`src/rtl/alu_arbiter_pkg.sv`:
```
// Shared types and widths for the ALU sharing arbiter.
// Operand/result widths, ALU opcodes, controller FSM states.
// Also holds the 8-bit saturating increment used by the optional grant statistics.
package alu_pkg;

  localparam int A_W = 4;
  localparam int C_W = 5;

  typedef enum logic [1:0] {
    OP_ADD = 2'b00,
    OP_SUB = 2'b01,
    OP_INV = 2'b10,
    OP_3   = 2'b11
  } opcode_t;

  typedef enum logic [1:0] {
    IDLE    = 2'b00,
    ISSUE   = 2'b01,
    CAPTURE = 2'b10,
    RESP    = 2'b11
  } state_t;

  function automatic logic [7:0] sat_inc8(input logic [7:0] v);
    return (v == 8'hFF) ? v : v + 8'd1;
  endfunction

endpackage

```
`src/rtl/alu_arbiter_if.sv`:
```
// Requester and response channels between client blocks and the ALU arbiter.
// master = client side (drives requests, consumes responses); slave = arbiter side.
// Requests use per-requester valid with one-hot ready; responses use valid/ready.
interface alu_arbiter_if #(
  parameter int NUM_REQ = 4,
  parameter int ID_W    = $clog2(NUM_REQ)
);

  logic [NUM_REQ-1:0]              req_valid;
  logic [NUM_REQ-1:0]              req_ready;
  logic [NUM_REQ*alu_pkg::A_W-1:0] req_a;
  logic [NUM_REQ*alu_pkg::A_W-1:0] req_b;
  logic [NUM_REQ*2-1:0]            req_op;
  logic                            resp_valid;
  logic                            resp_ready;
  logic [ID_W-1:0]                 resp_id;
  logic [alu_pkg::C_W-1:0]         resp_c;

  modport master (
    output req_valid, req_a, req_b, req_op, resp_ready,
    input  req_ready, resp_valid, resp_id, resp_c
  );

  modport slave (
    input  req_valid, req_a, req_b, req_op, resp_ready,
    output req_ready, resp_valid, resp_id, resp_c
  );

endinterface

```
`src/rtl/alu_arbiter_rr_grant.sv`:
```
// Round-robin picker: first asserted request strictly after last, wrapping.
// Latency: purely combinational.
// No backpressure; the caller decides whether the pick is taken.
module rr_grant #(
  parameter int N  = 4,
  parameter int IW = $clog2(N)
) (
  input  logic [N-1:0]  req,
  input  logic [IW-1:0] last,
  output logic [N-1:0]  gnt,
  output logic [IW-1:0] idx,
  output logic          any
);

  int cand;

  // Scan from farthest to nearest offset so the nearest hit after 'last' wins.
  always_comb begin
    gnt  = '0;
    idx  = '0;
    any  = 1'b0;
    cand = 0;
    for (int off = N; off >= 1; off--) begin
      cand = int'(last) + off;
      if (cand >= N) cand = cand - N;
      if (req[IW'(cand)]) begin
        idx = IW'(cand);
        any = 1'b1;
      end
    end
    if (any) gnt[idx] = 1'b1;
  end

endmodule

```
`src/rtl/alu_arbiter.sv`:
```
// Shares one registered 4-bit signed ALU among NUM_REQ requesters, round-robin.
// Latency: accept in cycle 0, tagged response valid in cycle 3; one op in flight.
// Backpressure: resp_ready low holds the response and blocks new grants.
// Optional ALU_ARB_STATS_EN adds per-requester saturating grant counters.
module alu_arbiter
  import alu_pkg::*;
#(
  parameter int NUM_REQ = 4,
  parameter int ID_W    = $clog2(NUM_REQ)
) (
  input  logic                clock,
  input  logic                reset_n,
  alu_arbiter_if.slave        bus,
  output logic [A_W-1:0]      alu_a,
  output logic [A_W-1:0]      alu_b,
  output logic [1:0]          alu_opcode,
  output logic                alu_reset,
  input  logic [C_W-1:0]      alu_c
`ifdef ALU_ARB_STATS_EN
  ,
  output logic [NUM_REQ*8-1:0] grant_count
`endif
);

  state_t              state, state_nxt;
  logic [ID_W-1:0]     last_grant;
  logic [ID_W-1:0]     pick_idx;
  logic [NUM_REQ-1:0]  pick_onehot;
  logic                pick_any;
  logic                grant;
  logic [A_W-1:0]      opa_q, opb_q;
  opcode_t             op_q;
  logic [ID_W-1:0]     resp_id_q;
  logic [C_W-1:0]      resp_c_q;

  rr_grant #(.N(NUM_REQ), .IW(ID_W)) u_rr_grant (
    .req  (bus.req_valid),
    .last (last_grant),
    .gnt  (pick_onehot),
    .idx  (pick_idx),
    .any  (pick_any)
  );

  // FSM state register.
  always_ff @(posedge clock) begin
    if (!reset_n) state <= IDLE;
    else          state <= state_nxt;
  end

  // Next state, grant strobe and response valid; both strobes are masked while reset is held.
  always_comb begin
    state_nxt      = state;
    grant          = 1'b0;
    bus.req_ready  = '0;
    bus.resp_valid = 1'b0;
    case (state)
      IDLE: begin
        if (pick_any && reset_n) begin
          grant         = 1'b1;
          bus.req_ready = pick_onehot;
          state_nxt     = ISSUE;
        end
      end
      ISSUE:   state_nxt = CAPTURE;
      CAPTURE: state_nxt = RESP;
      RESP: begin
        bus.resp_valid = reset_n;
        if (bus.resp_ready) state_nxt = IDLE;
      end
      default: state_nxt = IDLE;
    endcase
  end

  // Operand capture on grant, result/tag capture one cycle after the ALU registers it.
  always_ff @(posedge clock) begin
    if (!reset_n) begin
      last_grant <= ID_W'(NUM_REQ - 1);
      opa_q      <= '0;
      opb_q      <= '0;
      op_q       <= OP_ADD;
      resp_id_q  <= '0;
      resp_c_q   <= '0;
    end else begin
      if (grant) begin
        last_grant <= pick_idx;
        opa_q      <= bus.req_a[int'(pick_idx)*A_W +: A_W];
        opb_q      <= bus.req_b[int'(pick_idx)*A_W +: A_W];
        op_q       <= opcode_t'(bus.req_op[int'(pick_idx)*2 +: 2]);
      end
      if (state == CAPTURE) begin
        resp_c_q  <= alu_c;
        resp_id_q <= last_grant;
      end
    end
  end

  // ALU reset trails our own reset by one cycle and is never itself reset.
  always_ff @(posedge clock) begin
    alu_reset <= ~reset_n;
  end

  assign alu_a       = opa_q;
  assign alu_b       = opb_q;
  assign alu_opcode  = op_q;
  assign bus.resp_id = resp_id_q;
  assign bus.resp_c  = resp_c_q;

`ifdef ALU_ARB_STATS_EN
  logic [7:0] cnt_q [NUM_REQ];

  // One saturating grant counter per requester.
  always_ff @(posedge clock) begin
    if (!reset_n) begin
      for (int i = 0; i < NUM_REQ; i++) cnt_q[i] <= '0;
    end else if (grant) begin
      cnt_q[pick_idx] <= sat_inc8(cnt_q[pick_idx]);
    end
  end

  // Flatten counters onto the output bus, requester i at [8i+7:8i].
  always_comb begin
    grant_count = '0;
    for (int i = 0; i < NUM_REQ; i++) grant_count[i*8 +: 8] = cnt_q[i];
  end
`endif

endmodule

```
`src/flat_wrapper.sv`:
```
// flat-port wrapper written by rule: the top's interface ports become plain ports
module alu_arbiter_flat import alu_pkg::*;
#(
  parameter int NUM_REQ = 4,
  parameter int ID_W    = $clog2(NUM_REQ)
)
  (clock, reset_n, alu_a, alu_b, alu_opcode, alu_reset, alu_c, bus_req_valid, bus_req_a, bus_req_b, bus_req_op, bus_resp_ready, bus_req_ready, bus_resp_valid, bus_resp_id, bus_resp_c);
  alu_arbiter_if #(.NUM_REQ(NUM_REQ), .ID_W(ID_W)) bus_i ();
  input  logic clock;
  input  logic reset_n;
  output logic [A_W-1:0] alu_a;
  output logic [A_W-1:0] alu_b;
  output logic [1:0] alu_opcode;
  output logic alu_reset;
  input  logic [C_W-1:0] alu_c;
  input wire logic [$bits(bus_i.req_valid)-1:0] bus_req_valid;
  input wire logic [$bits(bus_i.req_a)-1:0] bus_req_a;
  input wire logic [$bits(bus_i.req_b)-1:0] bus_req_b;
  input wire logic [$bits(bus_i.req_op)-1:0] bus_req_op;
  input wire logic [$bits(bus_i.resp_ready)-1:0] bus_resp_ready;
  output wire logic [$bits(bus_i.req_ready)-1:0] bus_req_ready;
  output wire logic [$bits(bus_i.resp_valid)-1:0] bus_resp_valid;
  output wire logic [$bits(bus_i.resp_id)-1:0] bus_resp_id;
  output wire logic [$bits(bus_i.resp_c)-1:0] bus_resp_c;
  assign bus_i.req_valid = bus_req_valid;
  assign bus_i.req_a = bus_req_a;
  assign bus_i.req_b = bus_req_b;
  assign bus_i.req_op = bus_req_op;
  assign bus_i.resp_ready = bus_resp_ready;
  assign bus_req_ready = bus_i.req_ready;
  assign bus_resp_valid = bus_i.resp_valid;
  assign bus_resp_id = bus_i.resp_id;
  assign bus_resp_c = bus_i.resp_c;
  alu_arbiter #(.NUM_REQ(NUM_REQ), .ID_W(ID_W)) u_core (.clock(clock), .reset_n(reset_n), .bus(bus_i), .alu_a(alu_a), .alu_b(alu_b), .alu_opcode(alu_opcode), .alu_reset(alu_reset), .alu_c(alu_c));
endmodule
```
`config.mk`:
```
export PLATFORM = sky130hd
export DESIGN_NAME = alu_arbiter_flat
export DESIGN_NICKNAME = d
export VERILOG_FILES = /design/src/rtl/alu_arbiter_pkg.sv /design/src/rtl/alu_arbiter_if.sv /design/src/rtl/alu_arbiter_rr_grant.sv /design/src/rtl/alu_arbiter.sv /design/src/flat_wrapper.sv
export SDC_FILE = /design/constraint.sdc
export NUM_CORES = 1
export LEC_CHECK = 0
export CAP_MARGIN = 20
export CORE_ASPECT_RATIO = 0.75
export CORE_MARGIN = 3
export CORE_UTILIZATION = 25
export DETAILED_ROUTE_END_ITERATION = 16
export PLACE_DENSITY_LB_ADDON = 0.15
export SYNTH_ARGS = -nofsm -noshare
export SYNTH_HDL_FRONTEND = slang
export SYNTH_SLANG_ARGS = --single-unit
```
`constraint.sdc`:
```
create_clock -name clock -period 1.62 [get_ports clock]
set_clock_uncertainty 0.05 [all_clocks]
set_input_delay 0.162 -clock clock [delete_from_list [all_inputs] [get_ports clock]]
set_output_delay 0.162 -clock clock [all_outputs]
set_load 0.005 [all_outputs]
```
**Word level (Yosys, flattened, before mapping)**

Index checks and enable logic that the tools add are counted.

- Output and inout port bits: 23
- Input bits: 52
- Word-level logic and storage cells: 74
- Bits in registers: 22

- Add/sub/neg operators: 8
- Shift operators: 3
- Bitwise gates (word level): 1
- Reduce and logical (&&, ||, !) cells: 4
- Order comparisons: 10
- Equality and inequality tests: 5
- Mux-type cells: 35

Operator list:

| kind | count |
|---|---|
| 16-bit by 5-bit variable part select with 4-bit output | 2 |
| 2-bit two-way mux | 10 |
| 2-bit by 4-bit less-than comparator with 1-bit output, second input constant | 4 |
| 1-bit two-way mux | 16 |
| 4-bit two-way mux | 3 |
| 3-bit greater-or-equal comparator, second input constant | 3 |
| 1-bit binary-select mux with 2-bit select | 4 |
| 2-bit one-hot mux with 4 select lines | 1 |
| 8-bit by 4-bit variable part select with 2-bit output | 1 |
| 2-bit by 1-bit subtractor with 2-bit output, second input constant | 4 |
| 2-bit by 2-bit adder with 3-bit output, second input constant | 2 |
| 2-bit by 3-bit adder with 4-bit output, second input constant | 1 |
| 2-bit == test, second input constant | 2 |
| 4-bit by 3-bit greater-or-equal comparator with 1-bit output, second input constant | 1 |
| 2-bit by 1-bit adder with 3-bit output, second input constant | 1 |
| 2-bit by 3-bit less-than comparator with 1-bit output, second input constant | 1 |
| 1-bit demux with 2-bit select | 1 |
| 2-bit by 1-bit == test with 1-bit output, second input constant | 1 |
| 2-bit by 1-bit greater-or-equal comparator with 1-bit output, second input constant | 1 |
| 1-bit logical AND | 2 |
| 2-bit logical NOT | 1 |
| 2-bit by 1-bit != test with 1-bit output, second input constant | 1 |
| 2-bit != test, second input constant | 1 |
| 2-bit AND reduction | 1 |
| 1-bit NOT | 1 |

**Logic depth before layout (Yosys ltp)**

- Depth in word-level cells: 17
- Gate-level depth with buffers: 7
- Mapped depth without buffers: 6

**By module**

Synthesis repeated with hierarchy kept, for this count alone.

- Cell total of the unflattened synthesis: 147
- Area total of the unflattened synthesis: 1375.1 µm²

By module, submodules not included:

| module | times used | cells each | area each (µm²) | seq. area each (µm²) |
|---|---|---|---|---|
| alu_arbiter | 1 | 113 | 1127.3 | 440.4 |
| rr_grant | 1 | 34 | 247.7 | 0.0 |

**Worst setup path before layout**

Ideal clock, no wire load.

- Path kind: reg2reg
- From: reg u_core.last_grant[0]
- To: reg u_core.opa_q[0] (netlist: u_core.alu_a[0])
- Period minus slack after synthesis: 1.518 ns
- Slack: 0.102 ns
- Data required time: 1.444 ns
- Path buffers: 2
- Stages on the path, launching flop included: 8
- Data arrival time: 1.342 ns
- Setup time: 0.126 ns
- Cells stage by stage: dfxtp_1 > nand2b_1 > a21o_1 > and3_1 > buf_6 > buf_8 > a211oi_1 > a211oi_1

- Word-level cells in the longest chain between the ends: 13
- Elaborated cells between the ends (all ways): 40
- Those cells by class: add/sub: 8; order compare: 4; shift: 1; mux: 26; reduce/logical: 1

Ends and longest elaborated chain:

| item | line | RTL |
|---|---|---|
| from (decl) | alu_arbiter.sv:26 | `logic [ID_W-1:0] last_grant;` |
| from (signal assigned) | alu_arbiter.sv:77 | `last_grant <= ID_W'(NUM_REQ - 1);` |
| from (signal assigned) | alu_arbiter.sv:85 | `last_grant <= pick_idx;` |
| parallel branches: the longest is 13 deep, another holds 2-bit by 3-bit adder with 4-bit output | -- |  |
| to (signal assigned) | alu_arbiter.sv:86 | `opa_q <= bus.req_a[int'(pick_idx)*A_W +: A_W];` |
| to (decl) | alu_arbiter.sv:31 | `logic [A_W-1:0] opa_q, opb_q;` |

Parallel ways; which one is timed is not known. The select of a mux whose other input is x is not followed.
A chain may end at the register's enable or synchronous reset.

**Final worst setup path**

- From: reg u_core.last_grant[0]
- To: out bus_req_ready[1]

- Word-level cells in the longest chain between the ends: 17
- Elaborated cells between the ends (all ways): 45
- Those cells by class: add/sub: 8; order compare: 6; mux: 29; reduce/logical: 2

Ends and longest elaborated chain:

| item | line | RTL |
|---|---|---|
| 2-bit by 3-bit adder with 4-bit output | alu_arbiter_rr_grant.sv:24 | `cand = int'(last) + off;` |
| 4-bit by 3-bit greater-or-equal comparator with 1-bit output / 2-bit by 1-bit subtractor with 2-bit output (equally long branches) | alu_arbiter_rr_grant.sv:25 | `if (cand >= N) cand = cand - N;` |
| 2-bit two-way mux | alu_arbiter_rr_grant.sv:25 |  |
| 1-bit binary-select mux with 2-bit select | alu_arbiter_rr_grant.sv:26 | `if (req[IW'(cand)]) begin` |
| 1-bit two-way mux (not written as such) (2 in a row) | alu_arbiter_rr_grant.sv:26 |  |
| 2-bit two-way mux (4 in a row) | alu_arbiter_rr_grant.sv:26 |  |
| 2-bit by 3-bit less-than comparator with 1-bit output (not written as such) / 2-bit by 1-bit greater-or-equal comparator with 1-bit output (equally long branches) | alu_arbiter_rr_grant.sv:31 | `if (any) gnt[idx] = 1'b1;` |
| 1-bit logical AND (not written as such) | alu_arbiter_rr_grant.sv:31 |  |
| 1-bit two-way mux (not written as such) | alu_arbiter_rr_grant.sv:31 |  |
| 1-bit demux with 2-bit select | alu_arbiter_rr_grant.sv:31 |  |
| 4-bit two-way mux | alu_arbiter_rr_grant.sv:31 |  |
| 4-bit two-way mux * | alu_arbiter.sv:58 | `if (pick_any && reset_n) begin` |
| 4-bit two-way mux * | alu_arbiter.sv:56 | `case (state)` |
| to (decl) | flat_wrapper.sv:21 | `output wire logic [$bits(bus_i.req_ready)-1:0] bus_req_ready;` |

Mark *: on every way between the ends. The rest lies on a longest branch, timed or not. The select of a mux whose other input is x is not followed.

==> impl_metrics.csv <==
group,metric,value,unit
routing,vias,1514,
power,power_density,1430,nW/um^2
power,total_power,3780,uW
setup_path,cp-end-kind,"output pin",
logic_synthesis,synth-seq-cells,22,
sta,max_freq,557,MHz
sta,post-route-min-period,1800,ps
logic_synthesis,synth_area_leaders,"dfxtp_1 33%, mux2i_1 13%, a211oi_2 5.7%, o211a_1 4.6%, a211oi_1 4.6%",
cts,htreeDepth,1,
place,dp_hpwl,3.22,mm
floorplanning,die_h,68.8,um
sta,fin_crit_sh,1.11,
setup_path,crit_fanout,3,
setup_path,crit_type,"flop to output pin",
final_layout,final_common_cell,"clkdlybuf4s50_1",
final_layout,antennaDiodeCount,0,
setup_path,startpoint_type,"flop",
floorplanning,core_area,4980,um^2
floorplanning,die_w,89.8,um
power,p_leak,0.00110,uW
final_layout,fin_nets,312,
sta,timing.final.ws_setup,-176,ps
power,irDropWorstVdd,0.645,mV
routing,wl_per_cell,14.1,um
cts,clockBufferDepth,2,
status,status,"finished, violations left",
final_layout,finalInstanceArea,2640,um^2
cts,clock_sinks,22,
hold_path,hold_class,"flop to flop",
cts,clk_latency,270,ps
routing,first_pass_iters,4,
routing,postRouteAntennaNets,0,
sta,maxSlewHeadroom,0.670,
logic_synthesis,synthSimpleGateAreaFrac,0.164,
place,gp_congestion,0.756,
final_layout,areaGrowthSynthToFinish,100,%
logic_synthesis,synth_compound_area_frac,0.254,
routing,post_drt_via_cell_ratio,4.62,
place,placed_area,2290,um^2
routing,drc,0,
job,drv_cap,0,
logic_synthesis,synthMuxAreaShare,0.129,
cts,clk_pin_slew,80,ps
logic_synthesis,synth_top_cell_area_share,0.335,
routing,drt_first_iter_violations,62,
place,dpl.cell_count,314,
cts,cts_buffers,3,
global_routing,antenna_found_initial,0,
routing,drt_wl_total,4.62,mm
global_routing,grt_max_degree,14,
final_layout,drive_gt1_frac,0.301,
sta,hold_viol,0,
logic_synthesis,syn-cell-area,1320,um^2
cts,cts-root-buf,"clkbuf_8",
global_routing,grtUsageTotal,0.148,
logic_synthesis,synth_fa_ha_area_frac,0.0285,
logic_synthesis,syn_avg_cell_area,8.72,um^2
final_layout,fin_cells,328,
sta,whs,449,ps
cts,cts_hold_buf,0,
logic_synthesis,ys_types,34,
logic_synthesis,synthCells,151,
logic_synthesis,synth_top_family_by_area,"compound AO/OA/AOI/OAI gates",
logic_synthesis,syn_nets,206,
place,port-buffer-count,74,
global_routing,overflow,0,
logic_synthesis,ys_seq_area_frac,0.335,
sta,worstMarginPinSlew,495,ps
floorplanning,dieArea,6180,um^2
cts,cts_tree,"yes",
logic_synthesis,synth_largest_area_cell,"dfxtp_1",
global_routing,first_global_vias,1505,
logic_synthesis,synth-xor-area-share,0,
sta,slew_viol_final,0,
setup_path,cp.arrival,1580,ps
global_routing,grt_pass1_wl,7.32,mm
status,violations,"negative setup slack",
logic_synthesis,yosysWarnings,0,
final_layout,layout_common_cells,"65 x clkdlybuf4s50_1, 31 x buf_4, 20 x dfxtp_1, 13 x nor2_1, 13 x inv_1",
sta,setup_violations,14,
floorplanning,std_cell_rows,22,
floorplanning,io_pins,75,
setup_path,required,1410,ps
floorplanning,initial_core_util,0.264,
sta,grt_setup_unrepaired,"yes",
## registers in the layout (all words and copies together) (netlist names)
signal,count
u_core.alu_a,4
u_core.alu_b,4
u_core.alu_opcode,2
u_core.alu_reset,1
u_core.bus.resp_c,5
u_core.bus.resp_id,2
u_core.last_grant,2
u_core.state,2
## per-stage QoR
stage / utilization / setup TNS (ps) / worst slack (ps)
3_3_place_gp: 0.459 / -8760 / -616
6_report: 0.529 / -1330 / -176
2_1_floorplan: - / 0 / 102
4_1_cts: 0.513 / -1110 / -203
5_1_grt: 0.529 / -2220 / -233
3_5_place_dp: 0.459 / -8680 / -658
## worst max-delay path, cell delays in order, from the launching register on
cell      delay, ps
dfxtp_2         340
nand2b_4        140
o221a_4         270
nand4b_1        210
buf_4           180
nor2_2           60
buf_2           120
## final cells by class
type / instances / area [um^2]
Fill cell: 483 / 2340
Clock inverter: 1 / 30.0
Sequential cell: 22 / 443
Timing Repair Buffer: 112 / 1060
Multi-Input combinational cell: 105 / 920
Tap cell: 72 / 90.1
Inverter: 13 / 48.8
Clock buffer: 3 / 41.3
## power by group
group | leakage, uW | switching (uW) | internal (uW)
Combinational | 0.000883 | 1010 | 1370
Sequential | 0.000182 | 113 | 756
Clock | 0.0000357 | 195 | 330
Total | 0.00110 | 1320 | 2460
## worst paths after layout
| path | start | slack, ps | cells after the start | endpoint |
|---|---|---|---|---|
| worst max-delay path | u_core.last_grant[0]$_SDFFE_PN1P_ | -180 | 6 | bus_req_ready[1] |
| worst max register to register | u_core.last_grant[0]$_SDFFE_PN1P_ | -120 | 8 | u_core.alu_a[1]$_SDFFE_PN0P_ |
| worst min register to register | u_core.bus.resp_id[0]$_SDFFE_PN0P_ | 450 | 2 | u_core.bus.resp_id[0]$_SDFFE_PN0P_ |
| worst min-delay path | u_core.bus.resp_id[0]$_SDFFE_PN0P_ | 450 | 2 | u_core.bus.resp_id[0]$_SDFFE_PN0P_ |
## Yosys cell counts, drive strengths merged
master,instances
dfxtp,22
mux2i,17
nor2,16
a211oi,14
inv,13
o21ai,13
clkbuf,6
nand4,6
o211a,6
buf,5
a31oi,4
and2,3
ha,3
nor2b,3
a21oi,2
and3,2
nand2,2
nand2b,2
nand3,2
nor3,2
a211o,1
a21o,1
nand4b,1
nor4,1
o211ai,1
o221a,1
or2,1
or4,1
## per-layer routing
layer,global-route usage,up-vias,share of wire
met3,0.0510,4,0.073
met1,0.195,700,0.48
met5,0,-,0
met4,0.0325,0,0.0074
li1,-,759,-
met2,0.236,51,0.44
## logic make-up (layout without fill, tap and decap cells)
kind of cell / after synthesis / count (layout)
flip-flops: 22 / 22
AO/OA/AOI/OAI: 43 / 43
adder cells (fa/ha/maj): 3 / 3
multiplexers: 17 / 17
AND/OR/NAND/NOR: 42 / 42
buffers and inverters: 24 / 129
## repair_timing
action | 4_1_cts | 5_1_grt
buffers inserted | 11 | 0
pin swaps | 15 | 10
setup endpoints to repair | 16 | 14
endpoints found under the hold margin | 0 | 0
gates resized for setup | 50 | 14
No activity file was read; power rests on OpenSTA's default activity.
